**config.mk**
```make
export PLATFORM = sky130hd
export DESIGN_NAME = mem_stage_lsu
export DESIGN_NICKNAME = d
export VERILOG_FILES = /design/src/rtl/lsu_pkg.sv /design/src/rtl/lsu_align.sv /design/src/rtl/mem_stage_lsu.sv
export SDC_FILE = /design/constraint.sdc
export NUM_CORES = 1
export LEC_CHECK = 0
export BUFFER_PORTS_ARGS = -buffer_cell sky130_fd_sc_hd__buf_4
export CAP_MARGIN = 20
export CORE_MARGIN = 2
export CORE_UTILIZATION = 56
export CTS_BUF_LIST = sky130_fd_sc_hd__clkbuf_16
export CTS_CLUSTER_DIAMETER = 200
export DETAILED_ROUTE_END_ITERATION = 10
export PLACE_DENSITY_LB_ADDON = 0.3
export SYNTH_ARGS = -nofsm -noshare
export SYNTH_HDL_FRONTEND = slang
export SYNTH_HIERARCHICAL = 1
export SYNTH_SLANG_ARGS = --single-unit
```
**constraint.sdc**
```tcl
create_clock -name clk -period 4.3 [get_ports clk]
set_input_delay 0.645 -clock clk [delete_from_list [all_inputs] [get_ports clk]]
set_output_delay 0.645 -clock clk [all_outputs]
set_load 0.005 [all_outputs]
```
**src/rtl/lsu_pkg.sv**
```systemverilog
// Shared encodings for the MEM-stage load/store unit: access sizes, FSM states,
// exception causes and the XLEN legality check.
package lsu_pkg;

  localparam logic [1:0] SZ_B = 2'b00;
  localparam logic [1:0] SZ_H = 2'b01;
  localparam logic [1:0] SZ_W = 2'b10;
  localparam logic [1:0] SZ_D = 2'b11;

  localparam logic [1:0] CAUSE_NONE     = 2'b00;
  localparam logic [1:0] CAUSE_MISALIGN = 2'b01;
  localparam logic [1:0] CAUSE_TIMEOUT  = 2'b10;
  localparam logic [1:0] CAUSE_ILLEGAL  = 2'b11;

  typedef enum logic [1:0] {
    S_IDLE = 2'b00,
    S_REQ  = 2'b01,
    S_WAIT = 2'b10
  } state_t;

  function automatic bit xlen_ok(input int xlen);
    return (xlen == 32) || (xlen == 64);
  endfunction

endpackage

```
**src/rtl/lsu_align.sv**
```systemverilog
// Combinational lane logic: store replication and byte enables, access legality
// checks, and load byte-lane extraction with sign/zero extension.
module lsu_align
  import lsu_pkg::*;
#(
  parameter int XLEN   = 32,
  localparam int NB    = XLEN / 8,
  localparam int OFF_W = $clog2(XLEN / 8)
) (
  input  logic [2:0]       addr_lo,
  input  logic [2:0]       funct3,
  input  logic             is_store,
  input  logic [XLEN-1:0]  st_data,
  output logic [XLEN-1:0]  wdata,
  output logic [NB-1:0]    be,
  output logic             misalign,
  output logic             illegal,
  input  logic [OFF_W-1:0] ld_off,
  input  logic [2:0]       ld_funct3,
  input  logic [XLEN-1:0]  rdata,
  output logic [XLEN-1:0]  ld_data
);

  logic [OFF_W-1:0] st_off;
  logic [XLEN-1:0]  shifted;

  function automatic logic [XLEN-1:0] extend(input logic [XLEN-1:0] v,
                                             input logic [1:0] size,
                                             input logic uns);
    logic [XLEN-1:0] mask;
    logic            sign;
    case (size)
      SZ_B:    begin mask = XLEN'(8'hFF);          sign = v[7];  end
      SZ_H:    begin mask = XLEN'(16'hFFFF);       sign = v[15]; end
      SZ_W:    begin mask = XLEN'(32'hFFFF_FFFF);  sign = v[31]; end
      default: begin mask = '1;                    sign = 1'b0;  end
    endcase
    return (v & mask) | ((sign && !uns) ? ~mask : '0);
  endfunction

  assign st_off  = addr_lo[OFF_W-1:0];
  assign shifted = rdata >> {ld_off, 3'b000};
  assign ld_data = extend(shifted, ld_funct3[1:0], ld_funct3[2]);

  always_comb begin
    wdata    = st_data;
    be       = '1;
    misalign = 1'b0;
    case (funct3[1:0])
      SZ_B: begin
        wdata = {NB{st_data[7:0]}};
        be    = NB'(1) << st_off;
      end
      SZ_H: begin
        wdata    = {(NB/2){st_data[15:0]}};
        be       = NB'(3) << st_off;
        misalign = addr_lo[0];
      end
      SZ_W: begin
        wdata    = {(NB/4){st_data[31:0]}};
        be       = NB'(15) << st_off;
        misalign = |addr_lo[1:0];
      end
      default: begin
        misalign = |addr_lo[2:0];
      end
    endcase
  end

  // Stores only encode sizes 0xx; loads reserve 111, and RV32 also lacks LD/LWU.
  always_comb begin
    if (is_store)
      illegal = funct3[2] || ((XLEN == 32) && (funct3 == 3'b011));
    else
      illegal = (funct3 == 3'b111) ||
                ((XLEN == 32) && ((funct3 == 3'b011) || (funct3 == 3'b110)));
  end

endmodule

```
**src/rtl/mem_stage_lsu.sv**
```systemverilog
// MEM pipeline stage: runs loads/stores over a req/gnt/rvalid bus, stalls the
// upstream pipe while an access is outstanding and registers all WB outputs.
module mem_stage_lsu
  import lsu_pkg::*;
#(
  parameter int XLEN    = 32,
  parameter int ADDR_W  = 32,
  parameter int TIMEOUT = 16
) (
  input  logic                clk,
  input  logic                rst,
  input  logic                ex_valid,
  input  logic [ADDR_W-1:0]   alu_result,
  input  logic [XLEN-1:0]     rs2_data,
  input  logic [4:0]          rd,
  input  logic                reg_write,
  input  logic                mem_read,
  input  logic                mem_write,
  input  logic                mem_reg,
  input  logic [2:0]          funct3,
  output logic                mem_stall,
  output logic                dmem_req,
  output logic                dmem_we,
  output logic [ADDR_W-1:0]   dmem_addr,
  output logic [XLEN-1:0]     dmem_wdata,
  output logic [XLEN/8-1:0]   dmem_be,
  input  logic                dmem_gnt,
  input  logic                dmem_rvalid,
  input  logic [XLEN-1:0]     dmem_rdata,
  output logic                wb_valid,
  output logic                wb_reg_write,
  output logic                wb_regout,
  output logic [XLEN-1:0]     wb_data,
  output logic [ADDR_W-1:0]   wb_alu_result,
  output logic [4:0]          wb_rd,
  output logic                exc,
  output logic [1:0]          exc_cause,
  output logic [ADDR_W-1:0]   exc_addr
);

  localparam int NB    = XLEN / 8;
  localparam int OFF_W = $clog2(NB);
  localparam int CNT_W = (TIMEOUT > 1) ? $clog2(TIMEOUT) : 1;
  localparam logic [CNT_W-1:0] CNT_LAST = (TIMEOUT > 0) ? CNT_W'(TIMEOUT - 1) : '0;

  if (!xlen_ok(XLEN)) begin : g_xlen_check
    $error("mem_stage_lsu: XLEN must be 32 or 64");
  end

  state_t            state, state_n;
  logic [CNT_W-1:0]  cnt;
  logic              stall_c, retire, tmo_hit, tmo;
  logic              mem_op, legal_op, misalign, illegal;
  logic [XLEN-1:0]   st_wdata, ld_data;
  logic [NB-1:0]     st_be;

  logic [ADDR_W-1:0] addr_p1;
  logic [2:0]        funct3_p1;
  logic [4:0]        rd_p1;
  logic              reg_write_p1, mem_reg_p1, we_p1;
  logic [XLEN-1:0]   wdata_p1;
  logic [NB-1:0]     be_p1;

  lsu_align #(.XLEN(XLEN)) u_align (
    .addr_lo   (alu_result[2:0]),
    .funct3    (funct3),
    .is_store  (mem_write),
    .st_data   (rs2_data),
    .wdata     (st_wdata),
    .be        (st_be),
    .misalign  (misalign),
    .illegal   (illegal),
    .ld_off    (addr_p1[OFF_W-1:0]),
    .ld_funct3 (funct3_p1),
    .rdata     (dmem_rdata),
    .ld_data   (ld_data)
  );

  assign mem_op   = ex_valid && (mem_read || mem_write);
  assign legal_op = mem_op && !misalign && !illegal;
  assign tmo      = (TIMEOUT != 0) && (cnt == CNT_LAST);

  // Stall is gated by reset so a held upstream op cannot re-raise it during reset.
  assign mem_stall  = rst && stall_c;
  assign dmem_req   = (state == S_REQ);
  assign dmem_we    = dmem_req && we_p1;
  assign dmem_addr  = {addr_p1[ADDR_W-1:OFF_W], {OFF_W{1'b0}}};
  assign dmem_wdata = wdata_p1;
  assign dmem_be    = be_p1;

  // Completion takes priority over a timeout landing in the same cycle.
  always_comb begin
    state_n = state;
    stall_c = 1'b0;
    retire  = 1'b0;
    tmo_hit = 1'b0;
    case (state)
      S_IDLE: begin
        if (legal_op) begin
          state_n = S_REQ;
          stall_c = 1'b1;
        end
      end
      S_REQ: begin
        if (dmem_gnt && we_p1) begin
          retire  = 1'b1;
          state_n = S_IDLE;
        end else if (tmo) begin
          tmo_hit = 1'b1;
          state_n = S_IDLE;
        end else begin
          stall_c = 1'b1;
          if (dmem_gnt) state_n = S_WAIT;
        end
      end
      S_WAIT: begin
        if (dmem_rvalid) begin
          retire  = 1'b1;
          state_n = S_IDLE;
        end else if (tmo) begin
          tmo_hit = 1'b1;
          state_n = S_IDLE;
        end else begin
          stall_c = 1'b1;
        end
      end
      default: state_n = S_IDLE;
    endcase
  end

  always_ff @(posedge clk or negedge rst) begin
    if (!rst) begin
      state         <= S_IDLE;
      cnt           <= '0;
      addr_p1       <= '0;
      funct3_p1     <= '0;
      rd_p1         <= '0;
      reg_write_p1  <= 1'b0;
      mem_reg_p1    <= 1'b0;
      we_p1         <= 1'b0;
      wdata_p1      <= '0;
      be_p1         <= '0;
      wb_valid      <= 1'b0;
      wb_reg_write  <= 1'b0;
      wb_regout     <= 1'b0;
      wb_data       <= '0;
      wb_alu_result <= '0;
      wb_rd         <= '0;
      exc           <= 1'b0;
      exc_cause     <= CAUSE_NONE;
      exc_addr      <= '0;
    end else begin
      state <= state_n;
      cnt   <= (state == S_IDLE) ? '0 : cnt + 1'b1;

      // EX/MEM -> hold registers
      if ((state == S_IDLE) && legal_op) begin
        addr_p1      <= alu_result;
        funct3_p1    <= funct3;
        rd_p1        <= rd;
        reg_write_p1 <= reg_write;
        mem_reg_p1   <= mem_reg;
        we_p1        <= mem_write;
        wdata_p1     <= st_wdata;
        be_p1        <= st_be;
      end

      // MEM/WB boundary
      wb_valid <= 1'b0;
      exc      <= 1'b0;
      if (state == S_IDLE) begin
        if (ex_valid && !legal_op) begin
          wb_valid      <= 1'b1;
          wb_rd         <= rd;
          wb_alu_result <= alu_result;
          wb_data       <= '0;
          wb_regout     <= mem_reg;
          wb_reg_write  <= reg_write && !mem_op;
          if (mem_op) begin
            exc       <= 1'b1;
            exc_cause <= illegal ? CAUSE_ILLEGAL : CAUSE_MISALIGN;
            exc_addr  <= alu_result;
          end
        end
      end else if (retire) begin
        wb_valid      <= 1'b1;
        wb_rd         <= rd_p1;
        wb_alu_result <= addr_p1;
        wb_data       <= we_p1 ? '0 : ld_data;
        wb_regout     <= mem_reg_p1;
        wb_reg_write  <= reg_write_p1;
      end else if (tmo_hit) begin
        wb_valid      <= 1'b1;
        wb_rd         <= rd_p1;
        wb_alu_result <= addr_p1;
        wb_data       <= '0;
        wb_regout     <= mem_reg_p1;
        wb_reg_write  <= 1'b0;
        exc           <= 1'b1;
        exc_cause     <= CAUSE_TIMEOUT;
        exc_addr      <= addr_p1;
      end
    end
  end

endmodule

```
==> results.md <==
* # clock sinks at 192
* # DRC at 0
* First-pass GRT wire length at 34.6 mm
* # Post-CTS Setup Buffers at 0
* DIE WIDTH at 133 µm
* Net Switching at 2.77 mW
* Starting Density at 0.567
* Mapped Area at 9260 µm²
* Syn Area/Cell at 13.0 µm²
* Crit end category: primary output
* Largest stage delay on the critical path at 420 ps
* Most common cell after layout, fill and taps aside: buf_4
* H-tree depth at 4
* Cts bufs inserted at 17
* Sequential share of the synthesized area at 0.519
* Most frequent cells in the layout: 295 x buf_4, 192 x dfrtp_1, 153 x mux2_2
* Fin nets at 1064
* Rows at 47
* ANT nets after route at 0
* Startpoint types: flop
* CP Class: reg -> out
* MaxCap Viol Count at 0
* Fmax at 0.335 GHz
* Asr flop ratio synth at 1.00
* Clock share of power at 0.177
* Hold crit path type: in -> async
* DRT iter0 DRCs at 302
* Unrepaired setup endpoints after global routing: false
* Initial DRT Pass Iterations at 5
* Die height at 133 µm
* Max IR drop VDD at 371 µV
* Power Density at 706 nW/µm²
* Worst Skew at 9.41 ps
* Post-synth EDFFs at 0
* Fin crit period at 2980 ps
* HPWL after detailed placement at 15.4 mm
* Drt total wl at 21.8 mm
* Core area at 16300 µm²
* Gr usage total at 0.250
* Sw Ratio at 0.333
* Design Area, Final at 11800 µm²
* IO buf count at 288
* Die area at 17600 µm²
* Slew @ Worst Pin at 1050 ps
* Vias in the first global route at 6509
* Initial antenna violation count at 0
* Setup WS pre-CTS at 993 ps
* CP required at 3650 ps
* Final period utilization at 0.694
* RD Place Congestion at 0.832
* Largest net degree at the start of global routing at 116
* Final setup violation count at 0
* Cells after Synth at 710
* CTS Hold Buffers Added at 0
* Grt ovf at 0
* Reg2Reg Capture Point: exc_addr[11]
* CP delay by family, top: compound AO/OA/AOI/OAI gates
* FF/Latch Area at 4800 µm²
* Combinational fraction of design power at 0.447
* CP Data Arrival Time at 2340 ps
* Finished Layout Cells at 1175
* Status: complete, no violations
* Drt via density at 5.48
* Clock Pin Slew Worst Setup and Hold Paths at 70 ps
* Internal Power at 5.56 mW
* CP Cell Sequence: inv_1, ha_2, o211ai_1, or3_1, a21oi_1, buf_4
* Yosys warns at 6
* Area of the multi-input gates at 3890 µm²
* Filler cells at 1218
* Slowest-stage cell, CP: dfrtp_1
* ANT cells at 0
* Rel. slew slack at 0.298
* Reg2reg setup slack at 1600 ps
* DR vias at 6441
* CTS max path bufs at 2
* Critical path buffers and inverters at 2
* FF+latch count, synth at 192
* CTS tree: built
* Post-route setup slack at 1320 ps
* IO Pins at 291
* Setup tns final at 0 ps
* Area grow syn2layout at 27.4%
* Worst-skew pair later-pin latency at 430 ps
* Worst reg-to-reg path cell count at 7
* Hold_ws at 244 ps
* Avg WL per Cell at 18.5 µm
* Placed Instances at 1143
* Pins over their slew limit at 0
* Cell variety after synth at 57
* Layout cell share with drive strength beyond 1 at 0.521
* Worst R2R Start: state[0]
* CTS root buffer: clkbuf_16
* Post-CTS sizing at 0
* Leakage at 5.59 nW
* Placed Area at 11300 µm²
* Sequential share of power at 0.376
* Hold Vio Cnt, Final at 0
* Post-synth top flop: dfrtp_1
* CP max FO at 16
[through the flow]
step / power [mW] / utilization
floorplan: 5.40 / -
global placement: 6.79 / 0.689
finish: 8.33 / 0.722
CTS: 8.41 / 0.722
global route: 8.86 / 0.722
detailed placement: 6.91 / 0.689
[area by class of cell]
cell class,count,share of cell area
sequential,192,0.407
multi-input combinational,425,0.330
timing repair buffer,297,0.191
clock buffer,17,0.0361
tap,220,0.0233
clock inverter,15,0.0101
inverter,9,0.00286
[power groups by stage]
stage                     clock network (mW)  logic (mW)  registers (mW)
after floorplan                            0        2.32            3.08
after global placement                     0        3.68            3.12
after detailed placement                   0        3.75            3.15
after CTS                               1.51        3.77            3.13
after global routing                    1.58        4.04            3.24
final                                   1.47        3.73            3.13
[cell usage after synthesis (4+ instances only)]
master    instances  area [µm²]
a211oi_1          7        52.6
a21oi_1          12        60.1
a22o_1           40         350
a22oi_1           8        60.1
a31oi_1           7        43.8
buf_1             4        15.0
buf_2            17        85.1
buf_4            45         338
clkbuf_1         15        56.3
dfrtp_1         192        4800
ha_1              9         113
inv_1             9        33.8
mux2_1           41         462
mux2_2          153        1720
mux2i_1          16         160
nand2_1          39         146
nand2b_1          4        25.0
nor2_1           11        41.3
nor2b_1          11        68.8
o21ai_0           6        30.0
o31ai_2           8         100
o32ai_1           6        52.6
or2_1             8        50.1
[worst max path at each step]
| stage | start | to | slack (ps) | cells after the start |
|---|---|---|---|---|
| 2_1_floorplan | funct3[1] | wb_alu_result[2] | 1580 | 10 |
| 3_3_place_gp | funct3[1] | exc_addr[6] | 1060 | 11 |
| 3_5_place_dp | funct3[1] | exc_addr[8] | 990 | 11 |
| 4_1_cts | state[0] | mem_stall | 1300 | 6 |
| 5_1_grt | state[0] | mem_stall | 1180 | 6 |
| 6_report | state[0] | mem_stall | 1320 | 6 |
[flip-flops by register name, indices dropped and copies added (netlist names)]
signal,flops
addr_p1,32
dmem_wdata,32
exc_addr,32
wb_alu_result,32
wb_data,32
rd_p1,5
wb_rd,5
cnt,4
dmem_be,4
funct3_p1,3
exc_cause,2
state,2
exc,1
mem_reg_p1,1
reg_write_p1,1
wb_reg_write,1
wb_regout,1
wb_valid,1
we_p1,1
[logic make-up after synthesis]
| logic type | after synthesis | share of synthesized area |
|---|---|---|
| other | 1 | 0.000405 |
| adder cells (fa/ha/maj) | 9 | 0.0122 |
| multiplexers | 211 | 0.256 |
| buffers and inverters | 94 | 0.0628 |
| flip-flops | 192 | 0.519 |
| AND/OR/NAND/NOR | 86 | 0.0457 |
| AO/OA/AOI/OAI | 115 | 0.103 |
| XOR/XNOR | 2 | 0.00189 |
[per-layer routing]
metal	share of wire	track usage
met3	0.084	0.0877
met2	0.48	0.402
met5	0	0
met4	0.021	0.0795
met1	0.42	0.319
Note: power is estimated with default switching activity, not from simulation.
